## src/rtl/tx_ctrl_pkg.sv

```systemverilog
// Shared definitions for the TX slice ramp controller.
//   tx_state_t  : controller sequencing states
//   CODE_W      : driver strength code width
//   CODE_MAX_DEF: default maximum legal driver code
//   clamp_code  : limits a requested code to the legal maximum
//   step_toward : moves a code one LSB toward a destination
package tx_ctrl_pkg;

  localparam int CODE_W       = 6;
  localparam int CODE_MAX_DEF = 40;

  typedef enum logic [2:0] {
    IDLE,
    RST_HOLD,
    RAMP,
    ACTIVE,
    RAMP_DN
  } tx_state_t;

  function automatic logic [CODE_W-1:0] clamp_code(
    input logic [CODE_W-1:0] tgt,
    input logic [CODE_W-1:0] code_max
  );
    return (tgt > code_max) ? code_max : tgt;
  endfunction

  function automatic logic [CODE_W-1:0] step_toward(
    input logic [CODE_W-1:0] cur,
    input logic [CODE_W-1:0] dest
  );
    if (cur < dest)
      return cur + CODE_W'(1);
    else if (cur > dest)
      return cur - CODE_W'(1);
    else
      return cur;
  endfunction

endpackage

```

## src/rtl/tx_ramp_tick.sv

```systemverilog
// Step-interval divider for the driver code ramp.
//   clk      : controller clock
//   rst      : synchronous active-high reset
//   clr      : clears the divider (ramp direction change)
//   run      : divider counts only while high; held at 0 otherwise
//   step_div : tick interval, one tick every step_div+1 cycles
//   tick     : high in the cycle the divider matches step_div
module tx_ramp_tick #(
  parameter int DIV_W = 8
) (
  input  logic             clk,
  input  logic             rst,
  input  logic             clr,
  input  logic             run,
  input  logic [DIV_W-1:0] step_div,
  output logic             tick
);

  logic [DIV_W-1:0] div;

  assign tick = run && (div == step_div);

  // Holding the divider at 0 while idle means every entry into a ramp
  // state starts from a cleared count without an explicit clear.
  // A step_div lowered below the current count wraps through 2^DIV_W.
  always_ff @(posedge clk) begin
    if (rst || clr || !run)
      div <= '0;
    else if (tick)
      div <= '0;
    else
      div <= div + DIV_W'(1);
  end

endmodule

```

## src/rtl/tx_drv_ramp_ctrl.sv

```systemverilog
// Sequencing controller for the serializer TX slice: releases the PRBS and
// mux resets after a hold period, then ramps the output driver strength
// codes one LSB per tick toward the clamped targets; on disable ramps the
// codes to 0 and re-asserts the resets.
//   clk, rst          : clock, synchronous active-high reset
//   en                : slice enable (level)
//   tgt_n, tgt_p      : requested N/P driver codes
//   step_div          : ramp interval, one step every step_div+1 cycles
//   ctl_buf_n/p       : current driver codes
//   rst_prbs, rst_mux : datapath resets, active-high
//   busy              : sequencing in progress (RST_HOLD, RAMP, RAMP_DN)
//   ready             : codes settled at the clamped targets (ACTIVE)
module tx_drv_ramp_ctrl
  import tx_ctrl_pkg::*;
#(
  parameter int CODE_MAX = CODE_MAX_DEF,
  parameter int RST_CYC  = 16,
  parameter int DIV_W    = 8
) (
  input  logic              clk,
  input  logic              rst,
  input  logic              en,
  input  logic [CODE_W-1:0] tgt_n,
  input  logic [CODE_W-1:0] tgt_p,
  input  logic [DIV_W-1:0]  step_div,
  output logic [CODE_W-1:0] ctl_buf_n,
  output logic [CODE_W-1:0] ctl_buf_p,
  output logic              rst_prbs,
  output logic              rst_mux,
  output logic              busy,
  output logic              ready
);

  localparam int HOLD_W = (RST_CYC > 1) ? $clog2(RST_CYC) : 1;
  localparam logic [HOLD_W-1:0] HOLD_LAST  = HOLD_W'(RST_CYC - 1);
  localparam logic [CODE_W-1:0] CODE_MAX_C = CODE_W'(CODE_MAX);

  tx_state_t         state;
  logic [HOLD_W-1:0] hold_cnt;

  logic [CODE_W-1:0] eff_n, eff_p;
  logic [CODE_W-1:0] dest_n, dest_p;
  logic [CODE_W-1:0] nxt_n, nxt_p;
  logic              at_tgt, at_zero, tgt_moved;
  logic              run, clr, tick;

  assign run = (state == RAMP) || (state == RAMP_DN);
  // Direction reversal restarts the step interval.
  assign clr = ((state == RAMP) && !en) || ((state == RAMP_DN) && en);

  tx_ramp_tick #(
    .DIV_W (DIV_W)
  ) u_tick (
    .clk      (clk),
    .rst      (rst),
    .clr      (clr),
    .run      (run),
    .step_div (step_div),
    .tick     (tick)
  );

  always_comb begin
    eff_n     = clamp_code(tgt_n, CODE_MAX_C);
    eff_p     = clamp_code(tgt_p, CODE_MAX_C);
    dest_n    = (state == RAMP_DN) ? '0 : eff_n;
    dest_p    = (state == RAMP_DN) ? '0 : eff_p;
    nxt_n     = tick ? step_toward(ctl_buf_n, dest_n) : ctl_buf_n;
    nxt_p     = tick ? step_toward(ctl_buf_p, dest_p) : ctl_buf_p;
    // Completion is judged on the codes being written this edge so the
    // state change lands on the same edge as the final step.
    at_tgt    = (nxt_n == eff_n) && (nxt_p == eff_p);
    at_zero   = (nxt_n == '0) && (nxt_p == '0);
    tgt_moved = (eff_n != ctl_buf_n) || (eff_p != ctl_buf_p);
  end

  always_ff @(posedge clk) begin
    if (rst) begin
      state     <= IDLE;
      hold_cnt  <= '0;
      ctl_buf_n <= '0;
      ctl_buf_p <= '0;
    end else begin
      // Codes only change on ticks, which occur only in the ramp states.
      ctl_buf_n <= nxt_n;
      ctl_buf_p <= nxt_p;
      case (state)
        IDLE: begin
          hold_cnt <= '0;
          if (en)
            state <= RST_HOLD;
        end
        RST_HOLD: begin
          if (!en)
            state <= IDLE;
          else if (hold_cnt == HOLD_LAST)
            state <= RAMP;
          else
            hold_cnt <= hold_cnt + HOLD_W'(1);
        end
        RAMP: begin
          if (!en)
            state <= RAMP_DN;
          else if (at_tgt)
            state <= ACTIVE;
        end
        ACTIVE: begin
          if (!en)
            state <= RAMP_DN;
          else if (tgt_moved)
            state <= RAMP;
        end
        RAMP_DN: begin
          if (en)
            state <= RAMP;
          else if (at_zero)
            state <= IDLE;
        end
        default: state <= IDLE;
      endcase
    end
  end

  // Moore decode of the registered state; resets are held in IDLE and
  // RST_HOLD only.
  assign rst_prbs = (state == IDLE) || (state == RST_HOLD);
  assign rst_mux  = (state == IDLE) || (state == RST_HOLD);
  assign busy     = (state == RST_HOLD) || (state == RAMP) || (state == RAMP_DN);
  assign ready    = (state == ACTIVE);

endmodule
```

## config.mk

```make
export PLATFORM = sky130hd
export DESIGN_NAME = tx_drv_ramp_ctrl
export DESIGN_NICKNAME = d
export VERILOG_FILES = /design/src/rtl/tx_ctrl_pkg.sv /design/src/rtl/tx_ramp_tick.sv /design/src/rtl/tx_drv_ramp_ctrl.sv
export SDC_FILE = /design/constraint.sdc
export NUM_CORES = 1
export LEC_CHECK = 0
export CORE_UTILIZATION = 50
export DETAILED_ROUTE_END_ITERATION = 8
export PLACE_DENSITY = 0.74
export SYNTH_ARGS = -nofsm -noshare
export SYNTH_HDL_FRONTEND = slang
export SYNTH_SLANG_ARGS = --single-unit
```

## constraint.sdc

```tcl
create_clock -name clk -period 7.7 [get_ports clk]
set_input_delay 1.155 -clock clk [delete_from_list [all_inputs] [get_ports clk]]
set_output_delay 1.155 -clock clk [all_outputs]
set_load 0.02 [all_outputs]
```

# --- Yosys cells after proc, flatten, opt, wreduce, memory -nomap -nowiden ---
# Cells that the tools add are included.
totals:
  register_bits: 27
  inputBits: 23
  out_inout_bits: 16
  elab_cells: 79
op_classes:
  n_addsub: 6
  magnitude_cmp: 6
  eq_ne: 17
  n_mux: 23
  reduce_logical: 22
op_table:
  columns: ["operator", "n"]
  rows:
  - ["$mux W6", 10]
  - ["$mux W3", 9]
  - ["$pmux W3 S5", 1]
  - ["$add A6 B1 Y6 const B", 2]
  - ["$eq A6 B6 Y1", 2]
  - ["$gt A6 B6 Y1", 2]
  - ["$gt A6 B6 Y1 const B", 2]
  - ["$logic_not A6 Y1", 2]
  - ["$lt A6 B6 Y1", 2]
  - ["$ne A6 B6 Y1", 2]
  - ["$sub A6 B1 Y6 const B", 2]
  - ["$ne A3 B3 Y1 const B", 3]
  - ["$add A8 B1 Y8 const B", 1]
  - ["$eq A8 B8 Y1", 1]
  - ["$logic_or A1 B1 Y1", 8]
  - ["$mux W4", 2]
  - ["$pmux W4 S2", 1]
  - ["$eq A3 B2 Y1 const B", 2]
  - ["$ne A2 B2 Y1 const B", 3]
  - ["$logic_and A1 B1 Y1", 5]
  - ["$reduce_and A5 Y1", 1]
  - ["$add A4 B1 Y4 const B", 1]
  - ["$eq A4 B4 Y1 const B", 1]
  - ["$eq A3 B1 Y1 const B", 1]
  - ["7 further kinds", 8]

# --- Logic depth before layout (Yosys ltp) ---
# Gate-level depths: netlist of run 1.
logic_depth:
  ltp_word: 12
  mapped_depth: 13
  mapped_depth_nobuf: 12

# --- Modules after synthesis ---
# Synthesis of run 1 repeated with hierarchy kept, for this count alone.
hier_totals:
  cells_unflattened: 348
  area_unflattened_um2: 2712.6
modules_own_cells:
  columns: ["mod", "instances", "cells_per_inst", "area_each_um2", "seq_area_each_um2"]
  rows:
  - ["tx_drv_ramp_ctrl", 1, 303, 2308.5, 380.4]
  - ["tx_ramp_tick", 1, 45, 404.1, 160.2]

# --- Worst setup path before layout of run 1 ---
# OpenSTA, ideal clock, no wires.
synth_path:
  path_kind: "input-to-reg"
  from: "input tgt_n[5]"
  to: "register state[0]"
  setup_ns: 0.115
  t_arrival_ns: 3.579
  required_ns: 7.585
  path_slack_ns: 4.006
  cell_stages: 12
  n_path_buf: 1
  cell_sequence: "clkbuf_1 > o21ai_0 > and3_1 > ha_1 > nand2b_1 > a21oi_1 > o21ai_0 > a211oi_1 > nor3_1 > and3b_1 > o32ai_1 > o21ba_1"
synth_between:
  elab_chain_cells: 11
  word_cells_on_any_way: 18
  cone_classes: "order compare: 3; eq/ne: 5; mux: 5; reduce/logical: 5"
synth_rtl:
  columns: ["item", "line", "rtl"]
  rows:
  - ["start, declared", "tx_drv_ramp_ctrl.sv:23", "input logic [CODE_W-1:0] tgt_n,"]
  - ["$gt A6 B6 Y1", "tx_ctrl_pkg.sv:24", "return (tgt > code_max) ? code_max : tgt;"]
  - ["$mux W6 (*)", "tx_ctrl_pkg.sv:24", null]
  - ["$mux W6", "tx_drv_ramp_ctrl.sv:65", "dest_n = (state == RAMP_DN) ? '0 : eff_n;"]
  - ["$gt A6 B6 Y1", "tx_ctrl_pkg.sv:33", "else if (cur > dest)"]
  - ["$mux W6", "tx_ctrl_pkg.sv:33", null]
  - ["$mux W6", "tx_ctrl_pkg.sv:31", "if (cur < dest)"]
  - ["$mux W6", "tx_drv_ramp_ctrl.sv:67", "nxt_n = tick ? step_toward(ctl_buf_n, dest_n) : ctl_buf_n;"]
  - ["$eq A6 B6 Y1 or $logic_not A6 Y1 (tied branches)", "tx_drv_ramp_ctrl.sv:71, tx_drv_ramp_ctrl.sv:72", null]
  - ["$logic_and A1 B1 Y1, on equally long branches", "tx_drv_ramp_ctrl.sv:71, tx_drv_ramp_ctrl.sv:72", null]
  - ["$ne A3 B3 Y1 (no line)", null, null]
  - ["$reduce_and A5 Y1 (no line) (*)", null, null]
  - ["end signal, assigned", "tx_drv_ramp_ctrl.sv:78", "state <= IDLE;"]
  - ["end signal, assigned", "tx_drv_ramp_ctrl.sv:90", "state <= RST_HOLD;"]
  - ["end signal, assigned", "tx_drv_ramp_ctrl.sv:94", "state <= IDLE;"]
  - ["end, declared", "tx_drv_ramp_ctrl.sv:38", "tx_state_t state;"]
# Every way passes the cells marked *; elsewhere a longest branch is shown, timed or not.
# A chain may end at the register's enable or synchronous reset.

# --- Final worst setup path of run 1 ---
layout_path:
  from: "input tgt_p[4]"
  to: "register state[0]"
layout_between:
  elab_chain_cells: 11
  word_cells_on_any_way: 18
  cone_classes: "order compare: 3; eq/ne: 5; mux: 5; reduce/logical: 5"
layout_rtl:
  columns: ["item", "line", "rtl"]
  rows:
  - ["start, declared", "tx_drv_ramp_ctrl.sv:24", "input logic [CODE_W-1:0] tgt_p,"]
  - ["$gt A6 B6 Y1", "tx_ctrl_pkg.sv:24", null]
  - ["$mux W6 (*)", "tx_ctrl_pkg.sv:24", null]
  - ["$mux W6", "tx_drv_ramp_ctrl.sv:66", "dest_p = (state == RAMP_DN) ? '0 : eff_p;"]
  - ["$gt A6 B6 Y1", "tx_ctrl_pkg.sv:33", null]
  - ["$mux W6", "tx_ctrl_pkg.sv:33", null]
  - ["$mux W6", "tx_ctrl_pkg.sv:31", null]
  - ["$mux W6", "tx_drv_ramp_ctrl.sv:68", "nxt_p = tick ? step_toward(ctl_buf_p, dest_p) : ctl_buf_p;"]
  - ["$eq A6 B6 Y1 or $logic_not A6 Y1 (tied branches)", "tx_drv_ramp_ctrl.sv:71, tx_drv_ramp_ctrl.sv:72", null]
  - ["$logic_and A1 B1 Y1, on equally long branches", "tx_drv_ramp_ctrl.sv:71, tx_drv_ramp_ctrl.sv:72", null]
  - ["$ne A3 B3 Y1 (no line)", null, null]
  - ["$reduce_and A5 Y1 (no line) (*)", null, null]
# Marks and branches as above.

==> results of run 1 <==
==> layout make-up <==
cell class                 instances  share of cell area
sequential                        27               0.169
timing repair buffer              38               0.119
tap                               70              0.0273
inverter                          10              0.0117
clock buffer                       4              0.0141
multi-input combinational        318               0.660
==> worst max-delay path by stage <==
stage               endpoint     start  depth (start not counted)
finish              state[0]  tgt_p[4]                         12
global route        state[0]  tgt_p[4]                         12
CTS                 state[0]  tgt_p[4]                         12
detailed placement  state[0]  tgt_p[4]                         12
global placement    state[2]  tgt_n[4]                         12
floorplan           state[0]  tgt_n[5]                         12
==> cell usage in the layout (no fill, tap or decap), drive strengths merged, types with 8 or more instances in the layout <==
cell	count
a21oi	12
clkdlybuf4s50	38
dfxtp	27
ha	18
inv	10
nand2	32
nand2b	8
nand3	25
nand4	10
nor2	36
nor3	10
o21ai	22
xnor2	20
xor2	20
==> kinds of logic (layout without fill, tap and decap cells) <==
kind of cell               after synthesis  in the layout
buffers and inverters                   22             52
AOI/OAI and AO/OA                       93             93
and+or+nand+nor                        164            164
xor gates and xnor gates                40             40
adders and majority gates               18             18
muxes                                    3              3
DFF                                     27             27
==> stage by stage <==
| stage | hold WS, ps | area (um2) |
|---|---|---|
| floorplan | 460 | 2740 |
| CTS | 518 | 3200 |
| global route | 548 | 3200 |
| finish | 510 | 3200 |
| detailed placement | 494 | 3160 |
| global placement | 478 | 3160 |
==> registers in the layout, indices dropped and copies added (netlist names) <==
| register | flops |
|---|---|
| hold_cnt | 4 |
| u_tick.div | 8 |
| state | 3 |
| ctl_buf_p | 6 |
| ctl_buf_n | 6 |
==> worst max-delay path, stage by stage <==
cell and delay [ps]:
clkdlybuf4s50_1 440, o21ai_1 450, nand3_1 160, ha_1 300, and4_1 240, and3_1 240, a2111oi_0 470, xnor2_1 220
xnor2_1 170, nor4b_1 420, o32ai_1 140, o21ba_1 230
==> per-layer routing <==
layer,vias up,routed length (um),GRT usage
met3,20,617,0.0359
met5,-,0,0
li1,1430,-,-
met4,0,149,0.0481
met2,143,3310,0.424
met1,1332,3360,0.358
==> power breakdown <==
group	internal, W	switching, W
Clock	0.0000372	0.0000473
Sequential	0.000141	0.00000512
Combinational	0.0000376	0.0000434
Total	0.000216	0.0000958
==> metrics.md, run 1 <==
| Metric | Value |
|---|---|
| Run status | complete, no violations |
| WP data required | around 7900 ps |
| Syn Area/Cell | 7.47 um2 |
| Register area | approximately 540 um2 |
| Post-synthesis cell area | roughly 2700 um2 |
| Core Util, Final | 0.616 |
| Worst r2r dst | state[0] |
| Setup TNS | 0 ps |
| Post_cts resized | 0 |
| Most frequent cells after synthesis | nor2_1 (36), nand2_1 (32), dfxtp_1 (27), nand3_1 (25) |
| Final Max Slew Viols | 0 |
| Power consumption | between 0.0003 and 0.0004 W |
| Largest net degree at the start of global routing | 22 |
| TritonCTS Buffers | 3 |
| CTS clk-pin slew, worst paths | 90 ps |
| Routed wire length | about 7400 um |
| Setup bufs post-CTS | 0 |
| CTS tree | done |
| Nature of the critical path startpoint | input pin |
| GRT Total Usage | 0.257 |
| Post-synth ARST share | 0 |
| RSZ-0062 raised after global routing | no |
| Setup crit end kind | flip-flop |
| Syn Nets | a little over 400 |
| Max Clock Freq | approximately 0.23 GHz |
| Post-synth top area share | 0.197 |
| Placed Cells | 463 |
| Die Area | 5780 um2 |
| CP Max Fanout | 8 |
| Die height | between 70 and 80 um |
| Drt via density | roughly 6.3 |
| Worst Setup Path Type | input pin to flip-flop |
| Final antenna diode count | 0 |
| Sequential area share after synthesis | 0.197 |
| Final Skew | around 5.7 ps |
| Io pins | 39 |
| Share of cells above drive strength 1 | 0.0403 |
| Post-synthesis compound-gate area fraction | 0.233 |
| Core footprint | about 5200 um2 |
| Final Hold Fails | 0 |
| Largest family of logic cells by synthesized area | simple AND/OR/NAND/NOR gates |
| Number of fill cells in the layout | a little over 500 |
| CTS root buffer | clkbuf_8 |
| Post-synth EDFFs | 0 |
| Finish-stage setup viols | 0 |
| Hold/Removal Path Class | flip-flop to flip-flop |
| Slew headroom | 0.357 |
| Synth Area in Simple Gates | 0.316 |
| GRT overflow | 0 |
| Worst-Margin Slew | between 900 and 1000 ps |
| Min Clock Period, post-route | roughly 4400 ps |
| Post-synthesis mux area share | 0.0114 |
| Cell count after synthesis | 367 |
| Post-CTS Hold Buffers | 0 |
| Vias | 2,925 |
| Area contributors post-synth | dfxtp_1 (20%), ha_1 (8.2%), xnor2_1 (6.4%), xor2_1 (6.4%), nor2_1 (4.9%) |
| Worst skew pair latency | 280 ps |
| Hold Path Origin | u_tick.div[0] |
| Hold path depth | 1 |
| Hold EP | u_tick.div[0] |
| Drt wl/cell | about 16 um |
| Peak VDD IR | between 80 and 90 uV |
| Remaining antenna violation count | 0 |
| Most instantiated library cell after synthesis | nor2_1 |
| Area of the multi-input gates | about 2100 um2 |
| Final worst slack | 3290 ps |
| Tcrit/Tclk final | 0.572 |
| HPWL Detailed | approximately 5700 um |
| Reg2Reg Launch Point | state[2] |
| XOR/XNOR Fraction of Synth Area | 0.128 |
| Die X-Extent | 76.0 um |
| Top FF cell, synth | dfxtp_1 |
| CTS max path bufs | 2 |
| Row count | 26 |
| Post-synthesis cell type count | between 60 and 70 |
| Vias in the first global route | 2,582 |
| R2R cell count | 12 |
| Reg-to-reg slack, setup | about 4000 ps |
| Total of max-cap violations | 0 |
| Layout area overhead | 16.9% |
| Final GP Congestion | between 0.9 and 1 |
| Initial DRC count | about 270 |
| TritonRoute pass-1 iters | 6 |
| First-pass GRT wire length | about 12,000 um |
| Antenna violations before repair | 0 |
| Fin nets | between 400 and 500 |
| Post-layout instance count excluding filler cells | between 400 and 500 |
| Post-Synth Adder-Cell Area | 0.0822 |
| Leakage | around 1.2 nW |
| DP Worst Slack | roughly 3200 ps |
| CTS Sinks | 27 |
| #FFs+latches synth | 27 |
| Synthesis Warnings | 0 |
| Drc violations | 0 |
| Pwr/cell area | approximately 97 nW/um2 |
| Initial Util | 0.527 |
| Port Buffers | 38 |
| Worst EP arrival | about 4600 ps |
| Synth area leader | dfxtp_1 |
| H-tree Lvls | 1 |
Note: power is estimated with default switching activity, not from simulation.
==> run 2: changes to the inputs <==
- PLACE_DENSITY: 0.74 -> 0.77
- clock period: 7.7 -> 3.75 ns (I/O delays scaled with it)
==> metrics.md, run 2 (synthesized netlist as in run 1, its figures left out) <==
| Metric | Value |
|---|---|
| Die Area | between 5000 and 6000 um2 |
| Core footprint | approximately 5200 um2 |
| CTS root buffer | clkbuf_8 |
| Row count | 26 |
| Final worst slack | 223 ps |
| Max FFs per register | 8 |
| H-tree Lvls | 1 |
| Die X-Extent | between 70 and 80 um |
| Final Hold Fails | 0 |
| Vias in the first global route | 2,723 |
| Run status | complete, no violations |
| DP Worst Slack | -163 ps |
| Placed Cells | between 400 and 500 |
| Nature of the critical path startpoint | input pin |
| CTS clk-pin slew, worst paths | 100 ps |
| CTS Sinks | 27 |
| Setup crit end kind | flip-flop |
| Io pins | 39 |
| Initial DRC count | about 260 |
| HPWL Detailed | between 6000 and 7000 um |
| Tcrit/Tclk final | 0.941 |
| CTS max path bufs | 2 |
| Drt wl/cell | about 16 um |
| Drc violations | 0 |
| Most common cell after layout, fill and taps aside | clkdlybuf4s50_1 |
| Biggest register | u_tick.div |
| First-pass GRT wire length | roughly 13,000 um |
| RSZ-0062 raised after global routing | no |
| Worst skew pair latency | between 200 and 300 ps |
| Initial Util | 0.527 |
| Worst EP arrival | approximately 3700 ps |
| Leakage | 1.27 nW |
| Vias | a little over 3k |
| Final Skew | between 6 and 7 ps |
| Fin Hold WS | ~500 ps |
| Remaining antenna violation count | 0 |
| Worst Setup Path Type | input pin to flip-flop |
| Hold/Removal Path Class | flip-flop to flip-flop |
| Port Buffers | 38 |
| Biggest regs | u_tick.div: 8 flops, ctl_buf_n: 6 flops, ctl_buf_p: 6 flops |
| Layout area overhead | 22.0% |
| Min Clock Period, post-route | between 3000 and 4000 ps |
| Core Util, Final | 0.643 |
| GRT Total Usage | 0.269 |
| Fin nets | around 460 |
| Peak VDD IR | ~160 uV |
| Finish-stage setup viols | 0 |
| Final Max Slew Viols | 0 |
| Number of fill cells in the layout | roughly 470 |
| Antenna violations before repair | 0 |
| Drt via density | 6.27 |
| Max Clock Freq | between 0.2 and 0.3 GHz |
| WP data required | just under 4000 ps |
| Slew headroom | 0.459 |
| R2R cell count | 13 |
| Routed wire length | between 7000 and 8000 um |
| Die height | 76.0 um |
| CP Max Fanout | 4 |
| Most frequent cells in the layout | clkdlybuf4s50_1 (38), nor2_1 (36), nand2_1 (32) |
| Area of the multi-input gates | about 2100 um2 |
| Final GP Congestion | slightly above 0.9 |
| GRT overflow | 0 |
| Share of cells above drive strength 1 | 0.0894 |
| Worst-Margin Slew | roughly 810 ps |
| Post-layout instance count excluding filler cells | about 480 |
| Hold path depth | 2 |
| Register area | around 540 um2 |
| Largest net degree at the start of global routing | 22 |
| Pwr/cell area | roughly 200 nW/um2 |
| CTS tree | done |
| Final antenna diode count | 0 |
| Total of max-cap violations | 0 |
| TritonCTS Buffers | 3 |
| TritonRoute pass-1 iters | 5 |
## run 2: final timing paths
check              startpoint     endpoint  slack [ps]
setup / recovery     tgt_p[4]     state[0]         220
hold / removal    hold_cnt[1]  hold_cnt[1]         500
setup reg to reg     state[2]     state[0]         280
hold reg to reg   hold_cnt[1]  hold_cnt[1]         500
## run 2: metrics by stage
stage / TNS, ps / area, um2 / total power, W
global route: 0 / 3340 / 0.000693
global placement: -273 / 3280 / 0.000483
floorplan: 0 / 2740 / 0.000411
detailed placement: -271 / 3280 / 0.000485
CTS: 0 / 3330 / 0.000659
finish: 0 / 3340 / 0.000660
## run 2: cell type report
type / instances / area share
Clock buffer: 3 / 0.0123
Clock inverter: 1 / 0.00150
Inverter: 10 / 0.0112
Multi-Input combinational cell: 318 / 0.635
Sequential cell: 27 / 0.162
Tap cell: 70 / 0.0262
Timing Repair Buffer: 55 / 0.152
## run 2: worst max-delay path: stages
cell             delay (ps)
clkdlybuf4s50_1         440
o21ai_1                 290
nand3_1                 120
ha_1                    290
and4_1                  260
a21boi_0                320
o211ai_1                210
buf_4                   180
or3_1                   300
a21oi_1                 220
xor2_1                  280
nor4_2                   90
o21ba_1                 170
## run 2: per-layer routing
| metal | track usage | vias up | wire length [um] |
|---|---|---|---|
| met5 | 0 | - | 0 |
| met4 | 0.0385 | 0 | 85 |
| met3 | 0.0323 | 17 | 531 |
| met2 | 0.443 | 138 | 3560 |
| met1 | 0.383 | 1418 | 3580 |
| li1 | - | 1462 | - |
## run 2: repair_timing
item                                    CTS  global route
resized for setup                         0             5
buffers inserted                          0             1
endpoints found under the setup margin    0             2
hold buffers                              0             0
## run 2: power by group
part / switching (W) / internal [W]
logic: 0.000102 / 0.0000884
registers: 0.00000322 / 0.000290
clock network: 0.000102 / 0.0000748
